$ cat src/rtl/pe_os_acc_pipe_if.sv
// ----------------------------------------------------------------------------
// pe_os_acc_pipe_if
//
// Purpose : groups the data and control signals of one output-stationary
//           processing element (west/north inputs and east/south outputs)
//           into a single bundle.
//
// Signals :
//   in_a      [A_W]    activation from west
//   in_b      [B_W]    weight from north
//   in_d      [C_W]    preload / drain value from north
//   in_prop   [1]      accumulator select
//   in_shift  [SH_W]   output right-shift amount
//   in_valid  [1]      qualifies all inputs
//   out_a     [A_W]    forwarded a
//   out_b     [B_W]    forwarded b
//   out_c     [OUT_W]  drained, shifted and rounded result
//   out_prop  [1]      forwarded prop
//   out_shift [SH_W]   forwarded shift
//   out_valid [1]      forwarded valid
//
// Modports: master drives the inputs and observes the outputs (neighbour or
//           bench); slave is the processing element itself.
// ----------------------------------------------------------------------------
interface pe_os_acc_pipe_if #(
  parameter int A_W   = 8,
  parameter int B_W   = 19,
  parameter int C_W   = 32,
  parameter int OUT_W = 20,
  parameter int SH_W  = 6
);
  logic [A_W-1:0]   in_a;
  logic [B_W-1:0]   in_b;
  logic [C_W-1:0]   in_d;
  logic             in_prop;
  logic [SH_W-1:0]  in_shift;
  logic             in_valid;

  logic [A_W-1:0]   out_a;
  logic [B_W-1:0]   out_b;
  logic [OUT_W-1:0] out_c;
  logic             out_prop;
  logic [SH_W-1:0]  out_shift;
  logic             out_valid;

  modport master (
    output in_a, in_b, in_d, in_prop, in_shift, in_valid,
    input  out_a, out_b, out_c, out_prop, out_shift, out_valid
  );

  modport slave (
    input  in_a, in_b, in_d, in_prop, in_shift, in_valid,
    output out_a, out_b, out_c, out_prop, out_shift, out_valid
  );
endinterface

$ cat src/rtl/pe_os_acc_pipe.sv
// ----------------------------------------------------------------------------
// pe_os_acc_pipe
//
// Purpose : parametrised output-stationary PE. Multiplies a (travelling east)
//           by b (travelling south) into one of two ping-pong accumulators
//           while the other accumulator is drained down the column, shifted
//           right with round-half-up and narrowed to OUT_W bits. IN_REGS input
//           stages and OUT_REGS output stages surround the core register, so
//           latency is IN_REGS + 1 + OUT_REGS cycles for every output field.
//
// Ports   :
//   CLK   in  clock, rising edge
//   RST   in  synchronous, active-high reset (clears every register)
//   bus   pe_os_acc_pipe_if.slave  data/control bundle (see interface file)
//
// Build option:
//   PE_OUT_SAT_EN  defined   -> drained value is clamped to signed OUT_W range
//                  undefined -> low OUT_W bits are kept (wrap)
// ----------------------------------------------------------------------------
module pe_os_acc_pipe #(
  parameter int A_W      = 8,
  parameter int B_W      = 19,
  parameter int C_W      = 32,
  parameter int OUT_W    = 20,
  parameter int SH_W     = 6,
  parameter int IN_REGS  = 1,
  parameter int OUT_REGS = 1
) (
  input  logic                   CLK,
  input  logic                   RST,
  pe_os_acc_pipe_if.slave        bus
);

  localparam int P_W  = A_W + B_W;
  localparam int IN_W = A_W + B_W + C_W + 1 + SH_W + 1;
  localparam int OV_W = A_W + B_W + OUT_W + 1 + SH_W + 1;

  // Signed OUT_W range expressed at the C_W+1 width of the rounding datapath.
  localparam logic signed [C_W:0] SAT_MAX = (C_W+1)'((longint'(1) << (OUT_W-1)) - 1);
  localparam logic signed [C_W:0] SAT_MIN = -SAT_MAX - 1;

  // --------------------------------------------------------------------------
  // Input stages
  // --------------------------------------------------------------------------
  logic [IN_W-1:0] in_vec;
  logic [IN_W-1:0] core_in;

  assign in_vec = {bus.in_a, bus.in_b, bus.in_d, bus.in_prop, bus.in_shift, bus.in_valid};

  generate
    if (IN_REGS == 0) begin : g_in_bypass
      assign core_in = in_vec;
    end else begin : g_in_regs
      logic [IN_W-1:0] stage_q [IN_REGS];
      always_ff @(posedge CLK) begin
        if (RST) begin
          for (int i = 0; i < IN_REGS; i++) stage_q[i] <= '0;
        end else begin
          stage_q[0] <= in_vec;
          for (int i = 1; i < IN_REGS; i++) stage_q[i] <= stage_q[i-1];
        end
      end
      assign core_in = stage_q[IN_REGS-1];
    end
  endgenerate

  logic [A_W-1:0]  a_c;
  logic [B_W-1:0]  b_c;
  logic [C_W-1:0]  d_c;
  logic            prop_c;
  logic [SH_W-1:0] shift_c;
  logic            valid_c;

  assign {a_c, b_c, d_c, prop_c, shift_c, valid_c} = core_in;

  // --------------------------------------------------------------------------
  // Core datapath
  // --------------------------------------------------------------------------
  logic [C_W-1:0] c0_q, c0_d;
  logic [C_W-1:0] c1_q, c1_d;
  logic [A_W-1:0]   a_q, a_d;
  logic [B_W-1:0]   b_q, b_d;
  logic [OUT_W-1:0] c_q, c_d;
  logic             prop_q, prop_d;
  logic [SH_W-1:0]  shift_q, shift_d;
  logic             valid_q, valid_d;

  // Full-precision signed product, then sign-extended or truncated to C_W.
  logic signed [P_W-1:0] prod;
  logic        [C_W-1:0] prod_c;

  assign prod   = P_W'($signed(a_c)) * P_W'($signed(b_c));
  assign prod_c = C_W'(prod);

  // prop selects which accumulator is being drained this beat.
  logic [C_W-1:0] drain_src;
  assign drain_src = prop_c ? c0_q : c1_q;

  // Shifts of C_W or more would shift out everything including the sign, so
  // they saturate at C_W-1.
  logic [31:0] sh_eff;
  assign sh_eff = (32'(shift_c) >= C_W) ? 32'(C_W - 1) : 32'(shift_c);

  // Round half up: add 2^(s-1) at one extra bit of headroom, then shift
  // arithmetically.
  logic signed [C_W:0] ext;
  logic signed [C_W:0] rnd_sum;
  logic signed [C_W:0] sr_res;
  logic [OUT_W-1:0]    c_narrow;

  always_comb begin
    ext     = {drain_src[C_W-1], drain_src};
    rnd_sum = ext + ((C_W+1)'(1) << (sh_eff - 32'd1));
    if (sh_eff == 32'd0) begin
      sr_res = ext;
    end else begin
      sr_res = rnd_sum >>> sh_eff;
    end
  end

`ifdef PE_OUT_SAT_EN
  always_comb begin
    if (sr_res > SAT_MAX) begin
      c_narrow = OUT_W'(SAT_MAX);
    end else if (sr_res < SAT_MIN) begin
      c_narrow = OUT_W'(SAT_MIN);
    end else begin
      c_narrow = sr_res[OUT_W-1:0];
    end
  end
`else
  assign c_narrow = sr_res[OUT_W-1:0];
  // Upper bits are deliberately discarded when wrapping.
  logic unused_sr_hi;
  assign unused_sr_hi = &{1'b0, sr_res[C_W:OUT_W], SAT_MIN[0]};
`endif

  always_comb begin
    c0_d    = c0_q;
    c1_d    = c1_q;
    a_d     = a_q;
    b_d     = b_q;
    c_d     = c_q;
    prop_d  = prop_q;
    shift_d = shift_q;
    valid_d = 1'b0;
    if (valid_c) begin
      a_d     = a_c;
      b_d     = b_c;
      c_d     = c_narrow;
      prop_d  = prop_c;
      shift_d = shift_c;
      valid_d = 1'b1;
      if (prop_c) begin
        c0_d = d_c;
        c1_d = c1_q + prod_c;
      end else begin
        c1_d = d_c;
        c0_d = c0_q + prod_c;
      end
    end
  end

  always_ff @(posedge CLK) begin
    if (RST) begin
      c0_q    <= '0;
      c1_q    <= '0;
      a_q     <= '0;
      b_q     <= '0;
      c_q     <= '0;
      prop_q  <= 1'b0;
      shift_q <= '0;
      valid_q <= 1'b0;
    end else begin
      c0_q    <= c0_d;
      c1_q    <= c1_d;
      a_q     <= a_d;
      b_q     <= b_d;
      c_q     <= c_d;
      prop_q  <= prop_d;
      shift_q <= shift_d;
      valid_q <= valid_d;
    end
  end

  // --------------------------------------------------------------------------
  // Output stages
  // --------------------------------------------------------------------------
  logic [OV_W-1:0] core_vec;
  logic [OV_W-1:0] out_vec;

  assign core_vec = {a_q, b_q, c_q, prop_q, shift_q, valid_q};

  generate
    if (OUT_REGS == 0) begin : g_out_bypass
      assign out_vec = core_vec;
    end else begin : g_out_regs
      logic [OV_W-1:0] stage_q [OUT_REGS];
      always_ff @(posedge CLK) begin
        if (RST) begin
          for (int i = 0; i < OUT_REGS; i++) stage_q[i] <= '0;
        end else begin
          stage_q[0] <= core_vec;
          for (int i = 1; i < OUT_REGS; i++) stage_q[i] <= stage_q[i-1];
        end
      end
      assign out_vec = stage_q[OUT_REGS-1];
    end
  endgenerate

  assign {bus.out_a, bus.out_b, bus.out_c, bus.out_prop, bus.out_shift, bus.out_valid} = out_vec;

endmodule

$ cat src/flat_wrapper.sv
// flat-port wrapper written by rule: the top's interface ports become plain ports
module pe_os_acc_pipe_flat 
#(
  parameter int A_W      = 8,
  parameter int B_W      = 19,
  parameter int C_W      = 32,
  parameter int OUT_W    = 20,
  parameter int SH_W     = 6,
  parameter int IN_REGS  = 1,
  parameter int OUT_REGS = 1
)
  (CLK, RST, bus_in_a, bus_in_b, bus_in_d, bus_in_prop, bus_in_shift, bus_in_valid, bus_out_a, bus_out_b, bus_out_c, bus_out_prop, bus_out_shift, bus_out_valid);
  pe_os_acc_pipe_if #(.A_W(A_W), .B_W(B_W), .C_W(C_W), .OUT_W(OUT_W), .SH_W(SH_W)) bus_i ();
  input  logic CLK;
  input  logic RST;
  input wire logic [$bits(bus_i.in_a)-1:0] bus_in_a;
  input wire logic [$bits(bus_i.in_b)-1:0] bus_in_b;
  input wire logic [$bits(bus_i.in_d)-1:0] bus_in_d;
  input wire logic [$bits(bus_i.in_prop)-1:0] bus_in_prop;
  input wire logic [$bits(bus_i.in_shift)-1:0] bus_in_shift;
  input wire logic [$bits(bus_i.in_valid)-1:0] bus_in_valid;
  output wire logic [$bits(bus_i.out_a)-1:0] bus_out_a;
  output wire logic [$bits(bus_i.out_b)-1:0] bus_out_b;
  output wire logic [$bits(bus_i.out_c)-1:0] bus_out_c;
  output wire logic [$bits(bus_i.out_prop)-1:0] bus_out_prop;
  output wire logic [$bits(bus_i.out_shift)-1:0] bus_out_shift;
  output wire logic [$bits(bus_i.out_valid)-1:0] bus_out_valid;
  assign bus_i.in_a = bus_in_a;
  assign bus_i.in_b = bus_in_b;
  assign bus_i.in_d = bus_in_d;
  assign bus_i.in_prop = bus_in_prop;
  assign bus_i.in_shift = bus_in_shift;
  assign bus_i.in_valid = bus_in_valid;
  assign bus_out_a = bus_i.out_a;
  assign bus_out_b = bus_i.out_b;
  assign bus_out_c = bus_i.out_c;
  assign bus_out_prop = bus_i.out_prop;
  assign bus_out_shift = bus_i.out_shift;
  assign bus_out_valid = bus_i.out_valid;
  pe_os_acc_pipe #(.A_W(A_W), .B_W(B_W), .C_W(C_W), .OUT_W(OUT_W), .SH_W(SH_W), .IN_REGS(IN_REGS), .OUT_REGS(OUT_REGS)) u_core (.CLK(CLK), .RST(RST), .bus(bus_i));
endmodule
$ cat config.mk
export PLATFORM = sky130hd
export DESIGN_NAME = pe_os_acc_pipe_flat
export DESIGN_NICKNAME = d
export VERILOG_FILES = /design/src/rtl/pe_os_acc_pipe_if.sv /design/src/rtl/pe_os_acc_pipe.sv /design/src/flat_wrapper.sv
export SDC_FILE = /design/constraint.sdc
export NUM_CORES = 1
export LEC_CHECK = 0
export ABC_AREA = 1
export CORE_MARGIN = 3
export CORE_UTILIZATION = 54
export CTS_BUF_LIST = sky130_fd_sc_hd__clkbuf_4 sky130_fd_sc_hd__clkbuf_8 sky130_fd_sc_hd__clkbuf_16
export DETAILED_ROUTE_END_ITERATION = 10
export GPL_ROUTABILITY_DRIVEN = 0
export PLACE_DENSITY = 0.73
export SYNTH_ARGS = -nofsm -noshare
export SYNTH_HDL_FRONTEND = slang
export SYNTH_SLANG_ARGS = --single-unit
$ cat constraint.sdc
create_clock -name CLK -period 11.31 [get_ports CLK]
set_clock_uncertainty 0.15 [all_clocks]
set_input_delay 1.131 -clock CLK [delete_from_list [all_inputs] [get_ports CLK]]
set_output_delay 1.131 -clock CLK [all_outputs]
set_load 0.05 [all_outputs]
Word-level counts from Yosys, hierarchy flattened. Memories as Yosys holds them, arrays and structs flattened. Cells that the tools add are included.

Shifts and indexed selects: 2. Reduce and logical (&&, ||, !) cells: 3. Order comparisons: 1. Multipliers: 1. $add $sub $neg: 4. Multiplexer cells: 13.

Operators by type and width (number): $mux W32 (3); $mux W67 (1); $reduce_or A67 Y1 (1); $add A32 B32 Y32 (2); $mux W55 (1); $reduce_or A55 Y1 (1); $add A32 B33 Y33 (1); $shl A1 B32 Y33 const A (1); $sshr A33 B32 Y20 (1); $logic_not A32 Y1 (1); $sub A32 B1 Y32 const B (1); $mul A8 B19 Y27 (1); $mux W20 (1); $ge A6 B6 Y1 const B (1); $mux W1 (6); $mux W6 (1).

Bits in registers: 119. Memory bits (writable): 122. Output and inout bits: 55. Input port bits: 69. Memories kept: 2.

Memories: u_core.g_in_regs.stage_q (words 1, bits a word 67, rd ports 1, clocked after Yosys merged registers in 0, wr ports 1, line pe_os_acc_pipe.sv:54) `logic [IN_W-1:0] stage_q [IN_REGS];`; u_core.g_out_regs.stage_q (words 1, bits a word 55, rd ports 1, clocked after Yosys merged registers in 0, wr ports 1, line pe_os_acc_pipe.sv:198) `logic [OV_W-1:0] stage_q [OUT_REGS];`.

Depth between registers and ports, before layout. Gate-level depths: netlist of run 1. An unclocked memory read counts as a cell.

Word-level depth: 8. Gate-level depth with buffers: 37.

Worst setup path after synthesis of run 1. OpenSTA, ideal clock, no wires.

Path kind: register to register. From: mem u_core.g_in_regs.stage_q[0][66] (netlist name). To: reg u_core.c1_q[29]. Setup time: 132 ps. Required time: 11028 ps. Arrival time: 6020 ps. Slack: 5008 ps. Stages on the path, launching flop included: 32. Cell sequence: dfxtp_1 -> clkbuf_1 -> nand2_1 -> fa_1 -> fa_1 -> inv_1 -> fa_1 -> fa_1 -> ha_1 -> a21oi_1 -> nand2_1 -> a21boi_1 -> o21ai_0 -> nand2_1 -> nand2_1 -> o21ai_0 -> o21ai_1 -> a31oi_1 -> o21ai_1 -> xor2_1 -> ha_1 -> nand2_1 -> nor4_1 -> nand3_1 -> nand3_1 -> nand3_1 -> o211ai_1 -> nand2_1 -> nand3_1 -> nand2_1 -> o21ai_0 -> a21oi_1.

Longest elaborated chain between the ends: 4.

RTL lines: from (decl) (line pe_os_acc_pipe.sv:54); $mem_v2 Z1 W67; $mul A8 B19 Y27 (line pe_os_acc_pipe.sv:92) `assign prod = P_W'($signed(a_c)) * P_W'($signed(b_c));`; $add A32 B32 Y32 (line pe_os_acc_pipe.sv:156) `c1_d = c1_q + prod_c;`; $mux W32 (line pe_os_acc_pipe.sv:154) `if (prop_c) begin`; to (signal assigned) (line pe_os_acc_pipe.sv:167) `c1_q <= '0;`; to (signal assigned) (line pe_os_acc_pipe.sv:176) `c1_q <= c1_d;`; to (decl) (line pe_os_acc_pipe.sv:80) `logic [C_W-1:0] c1_q, c1_d;`.

Every way passes these cells. A chain may end at the register's enable or synchronous reset.

Worst setup path after layout of run 1.
From: mem u_core.g_in_regs.stage_q[0][61] (netlist name). To: reg u_core.c0_q[31].

Longest elaborated chain between the ends: 4.

RTL lines: $mem_v2 Z1 W67; $mul A8 B19 Y27 (line pe_os_acc_pipe.sv:92); $add A32 B32 Y32 (line pe_os_acc_pipe.sv:159) `c0_d = c0_q + prod_c;`; $mux W32 (line pe_os_acc_pipe.sv:154); to (signal assigned) (line pe_os_acc_pipe.sv:166) `c0_q <= '0;`; to (signal assigned) (line pe_os_acc_pipe.sv:175) `c0_q <= c0_d;`; to (decl) (line pe_os_acc_pipe.sv:79) `logic [C_W-1:0] c0_q, c0_d;`.

Every way passes these cells.

==> results of run 1 <==
[layout make-up]
type | instances | area (um2) | share of cell area, %
repair buffers | 138 | 1350 | 5.54
flip-flops and latches | 241 | 4830 | 19.9
clock buffers | 33 | 739 | 3.05
inverters | 655 | 2460 | 10.1
multi-input cells | 2408 | 14100 | 57.9
well taps | 525 | 657 | 2.71
clock inverters | 17 | 180 | 0.742
[cell families (layout without fill, tap and decap cells)]
kind of cell | count (synthesis) | count (layout) | synth area share, %
compound gates | 440 | 440 | 11.3
xor+xnor | 62 | 62 | 2.49
fa+ha+maj | 273 | 273 | 19.9
buf+inv | 782 | 843 | 13.6
flops | 241 | 241 | 22.1
other cells | 1 | 1 | 0.0172
simple gates | 1632 | 1632 | 30.6
[registers in the layout, summed over array words and instances (netlist names), 6 cells and up]
name	count
u_core.a_q	8
u_core.b_q	19
u_core.c0_q	32
u_core.c1_q	32
u_core.c_q	20
u_core.g_in_regs.stage_q	67
u_core.g_out_regs.stage_q	55
u_core.shift_q	6
[metrics by stage]
step	std cells	area, um2	setup slack, ps
final	4017	24300	3740
after global routing	4017	24300	3140
after CTS	4017	24300	3810
after detailed placement	3967	23300	3830
after global placement	3967	23300	4060
after floorplan	3431	21800	5010
[cell usage after synthesis, types with 5 or more instances]
cell / number / share of area, %
nand2_1: 962 / 17
inv_1: 651 / 11
nor2_1: 301 / 5.2
nand3_1: 283 / 6.5
dfxtp_1: 241 / 22
a21oi_1: 218 / 5.0
ha_1: 149 / 8.5
fa_1: 124 / 11
o21ai_0: 92 / 2.1
clkbuf_1: 90 / 1.5
xor2_1: 41 / 1.6
a31oi_1: 29 / 0.83
o22ai_1: 29 / 0.83
nor3_1: 26 / 0.60
nand4_1: 23 / 0.66
xnor2_1: 21 / 0.84
buf_1: 18 / 0.31
a21o_1: 11 / 0.38
clkbuf_2: 10 / 0.23
o211ai_1: 9 / 0.31
o21bai_1: 9 / 0.31
o22a_1: 9 / 0.36
buf_2: 8 / 0.18
and2_1: 7 / 0.20
nor4_1: 7 / 0.20
o21ai_1: 7 / 0.16
a221oi_1: 6 / 0.24
nand2_2: 6 / 0.17
or2_2: 6 / 0.17
a21boi_0: 5 / 0.17
nand3b_1: 5 / 0.17
[critical path, delay by kind of cell (launching register included)]
family / cells / cell delay, ps
adder cells (fa/ha/maj): 6 / 3020
AND/OR/NAND/NOR: 9 / 1370
AO/OA/AOI/OAI: 7 / 1120
flip-flops: 1 / 860
buffers and inverters: 2 / 520
XOR/XNOR: 1 / 430
[power groups by stage]
stage	Sequential (mW)	Combinational, mW	Clock (mW)
global route	0.971	1.46	0.945
finish	0.966	1.32	0.902
CTS	0.963	1.29	0.914
detailed placement	0.981	1.28	0
floorplan	0.975	0.950	0
global placement	0.980	1.26	0
[worst paths after layout]
check	from	end	slack [ps]	cells past startpoint
max	u_core.g_in_regs.stage_q[0][61]	u_core.c0_q[31]	3740	25
min	u_core.valid_q	u_core.g_out_regs.stage_q[0][0]	260	2
max reg2reg	u_core.g_in_regs.stage_q[0][61]	u_core.c0_q[31]	3740	25
min reg2reg	u_core.valid_q	u_core.g_out_regs.stage_q[0][0]	260	2
[metal layers]
metal / wire [um] / up-vias / part of all wire (%) / GRT usage (%)
met2: 28900 / 1153 / 44 / 46.9
met3: 6450 / 189 / 9.9 / 5.21
met1: 27100 / 10200 / 41 / 40.6
li1: - / 10800 / - / -
met5: 0 / - / 0 / 0
met4: 2910 / 0 / 4.4 / 10.7
==> impl_metrics.toml, run 1 <==
[timing]
layout_min_cycle_time_ps = 7570
tightest_slew_ps = 1080
fmax_mhz = 132
hold_viol = 0
fin_hold_ws_ps = 256
slew_violations = 0
period_share_pct = 66.9
finalSetupTns_ps = 0
slew_headroom_pct = 28.2
setup_viol = 0
rsz0062_at_grt = "no"

[synthesis]
async_flop_share_pct = 0
synth_fp_nets = 3773
synthesis.area_um2 = 21800
synth_cells = 3431
yosysSeqAreaShare_pct = 22.1
synth_ff_type = "dfxtp_1"
synth_cell_types = 46
synth-seq-cells = 241
syn_area_per_cell_um2 = 6.37
yosysWarningCount = 0
synth_edf_count = 0

[detailed_routing]
wl_um = 65300
vias = 22300
viasPerCell = 5.55
drc = 0
wire_per_inst_um = 16.3
drtAntennaViolNets = 0
drt_pass1_iterations = 6
detail_route.iter0.violations = 2450

[power_and_ir_drop]
power_mw = 3.19
switchingPower_mw = 1.31
pwr-share-seq_pct = 30.3
swShare_pct = 41.0
irDropWorstVdd_mv = 0.115
p_leak_nw = 13.3
p_int_mw = 1.88
p_comb_share_pct = 41.4
pwr_density_cell_nw_per_um2 = 131
p_clk_share_pct = 28.3

[cts]
cts_hold_buffers = 0
clock_path_buffers = 3
cts_repair_resize_count = 0
cts_max_level = 1
numCtsBuffers = 27
cts-root-buf = "clkbuf_16"
cts_tree = "done"
clock_latency_ps = 560
clk_pin_slew_ps = 60
post-cts-setup-buffers = 0
cts.sinks = 241

[critical_path]
crit_required_ps = 11640
slowest_stage = "dfxtp_1"
crit_fanout = 20
critPathKind = "flip-flop to flip-flop"
crit_path_end_kind = "flip-flop"
crit_arrival_ps = 7890
timing.critical_path.mode_cell = "nand2_1"
startpoint_type = "flip-flop"
cp_slowest_stage_delay_ps = 860

[final_layout]
diodes = 0
nets = 3813
fillers = 3780
final_common_cell = "nand2_1"
final_layout_size_suffix_gt1_share_pct = 2.72
area_growth_pct = 11.1
fin_util_pct = 60.9
mostFrequentLayoutCells = "nand2_1, inv_1, nor2_1"

[grt]
grt_pass1_vias = 20900
grt_pass1_wl_um = 106000
gr-total-overflow = 0
antenna_found_initial = 0
grt_usage_pct = 29.5
grt_start_max_net_pins = 104

[min_path]
holdCritPathClass = "flip-flop to flip-flop"

[run]
drv_cap = 0

[place]
hpwl_um = 52300
port-buffer-count = 123

[floorplanning]
start_util_pct = 54.8
rows = 73
io_pins = 124
die_area_um2 = 42900
dieHeight_um = 207
fp.dieW_um = 207
core_area_um2 = 39800

[status]
status = "finished, final reports clean"
Note: power is estimated with default switching activity, not from simulation.
==> inputs of run 2 (changes only) <==
Settings changed: PLACE_DENSITY 0.73 to 0.76.
Clock period 11.31 ns to 6.25 ns, I/O delays scaled along.
==> impl_metrics.toml, run 2 (synthesized netlist as in run 1, its figures left out) <==
[critical_path]
crit_required_ps = 6580
crit_path_end_kind = "flip-flop"
crit_fanout = 8
startpoint_type = "flip-flop"
cp_slowest_stage_delay_ps = 590
crit_family = "adder cells"
crit_arrival_ps = 6890
critPathBufInv = 7
critPathKind = "flip-flop to flip-flop"
slowest_stage = "fa_1"

[place]
port-buffer-count = 123
hpwl_um = 55000
dp.cells = 4198
dp_slack_ps = -611
placed_cell_area_um2 = 25200

[timing]
layout_min_cycle_time_ps = 6570
rsz0062_at_grt = "yes"
fmax_mhz = 152
worst_slack_ps = -315
hold_viol = 0
slew_headroom_pct = 31.7
tightest_slew_ps = 1020
setup_viol = 16
slew_violations = 0
period_share_pct = 105

[status]
status = "finished with violations"
violations = "negative setup slack"

[final_layout]
largest_reg_flops = 67
fin_cells = 4287
diodes = 0
top_regs = "u_core.g_in_regs.stage_q x67, u_core.g_out_regs.stage_q x55"
area_growth_pct = 28.3
regMostFlops = "u_core.g_in_regs.stage_q"
final_area_um2 = 28000
nets = 4086
mostFrequentLayoutCells = "nand2_1, inv_1, nor2_1"
final_common_cell = "nand2_1"
final_layout_size_suffix_gt1_share_pct = 16.9
fin_util_pct = 70.4
fillers = 3050

[cts]
numCtsBuffers = 27
cts-root-buf = "clkbuf_16"
cts_tree = "done"
cts_max_level = 1
clock_latency_ps = 570
cts.sinks = 241
clk_pin_slew_ps = 60
clock_path_buffers = 3
cts_hold_buffers = 0

[grt]
grt_pass1_wl_um = 114000
grt_usage_pct = 31.8
gr-total-overflow = 0
antenna_found_initial = 1
grt_start_max_net_pins = 104
grt_pass1_vias = 22800

[floorplanning]
start_util_pct = 54.8
fp.dieW_um = 207
core_area_um2 = 39800
rows = 73
die_area_um2 = 42900
dieHeight_um = 207
io_pins = 124

[run]
drv_cap = 0

[detailed_routing]
drtAntennaViolNets = 0
detail_route.iter0.violations = 3859
wire_per_inst_um = 18.3
wl_um = 78600
vias = 24900
drc = 0
drt_pass1_iterations = 11
viasPerCell = 5.81

[power_and_ir_drop]
switchingPower_mw = 3.11
p_leak_nw = 14.9
swShare_pct = 42.5
pwr-share-seq_pct = 23.8
p_comb_share_pct = 54.8
p_clk_share_pct = 21.4
irDropWorstVdd_mv = 0.202
p_int_mw = 4.21
pwr_density_cell_nw_per_um2 = 261

[min_path]
holdCritPathClass = "flip-flop to flip-flop"
==> run 2: power groups by stage <==
stage	Sequential (mW)	Combinational, mW	Clock (mW)
2_1_floorplan	1.77	1.72	0
3_3_place_gp	1.75	2.85	0
3_5_place_dp	1.76	2.92	0
4_1_cts	1.73	3.14	1.58
5_1_grt	1.75	4.23	1.64
6_report	1.74	4.01	1.57
==> run 2: final timing paths <==
kind                              startpoint                          endpoint  slack (ps)  cells after the start
max          u_core.g_in_regs.stage_q[0][66]                   u_core.c1_q[31]        -320                     29
min reg2reg                    u_core.c_q[7]  u_core.g_out_regs.stage_q[0][15]         270                      2
min                            u_core.c_q[7]  u_core.g_out_regs.stage_q[0][15]         270                      2
max reg2reg  u_core.g_in_regs.stage_q[0][66]                   u_core.c1_q[31]        -320                     29
==> run 2: metrics by stage <==
| step | hold slack, ps | setup TNS [ps] | power (mW) |
|---|---|---|---|
| after floorplan | 238 | 0 | 3.48 |
| after global placement | 243 | -3470 | 4.61 |
| after detailed placement | 250 | -6010 | 4.68 |
| after CTS | 268 | -19.6 | 6.44 |
| after global routing | 275 | -8200 | 7.61 |
| final | 268 | -2350 | 7.32 |
==> run 2: final cells by class <==
type                    count  area [um2]  share of cell area (%)
multi-input cells        2408       15700                    55.8
flip-flops and latches    241        4850                    17.3
repair buffers            411        3560                    12.7
inverters                 655        2460                    8.80
clock buffers              32         719                    2.57
well taps                 525         657                    2.34
clock inverters            15         130                   0.464
==> run 2: repair_timing <==
item,CTS,global route
resized for setup,90,295
endpoints found under the setup margin,24,32
gates cloned,0,1
buffers inserted,13,30
pin swaps,50,107
==> run 2: routing by layer <==
metal	vias up	part of all wire (%)	track usage (%)
li1	11300	-	-
met1	11400	37	41.4
met2	1753	44	51.0
met3	495	12	6.63
met4	0	6.9	14.4
met5	-	0	0
==> run 2: worst reg2reg max path: cells and delay by family, from the launching register on <==
family	cells	cell delay [ps]
AO/OA/AOI/OAI	4	760
XOR/XNOR	1	170
adder cells (fa/ha/maj)	6	2710
buffers and inverters	7	990
flip-flops	1	330
AND/OR/NAND/NOR	11	1360
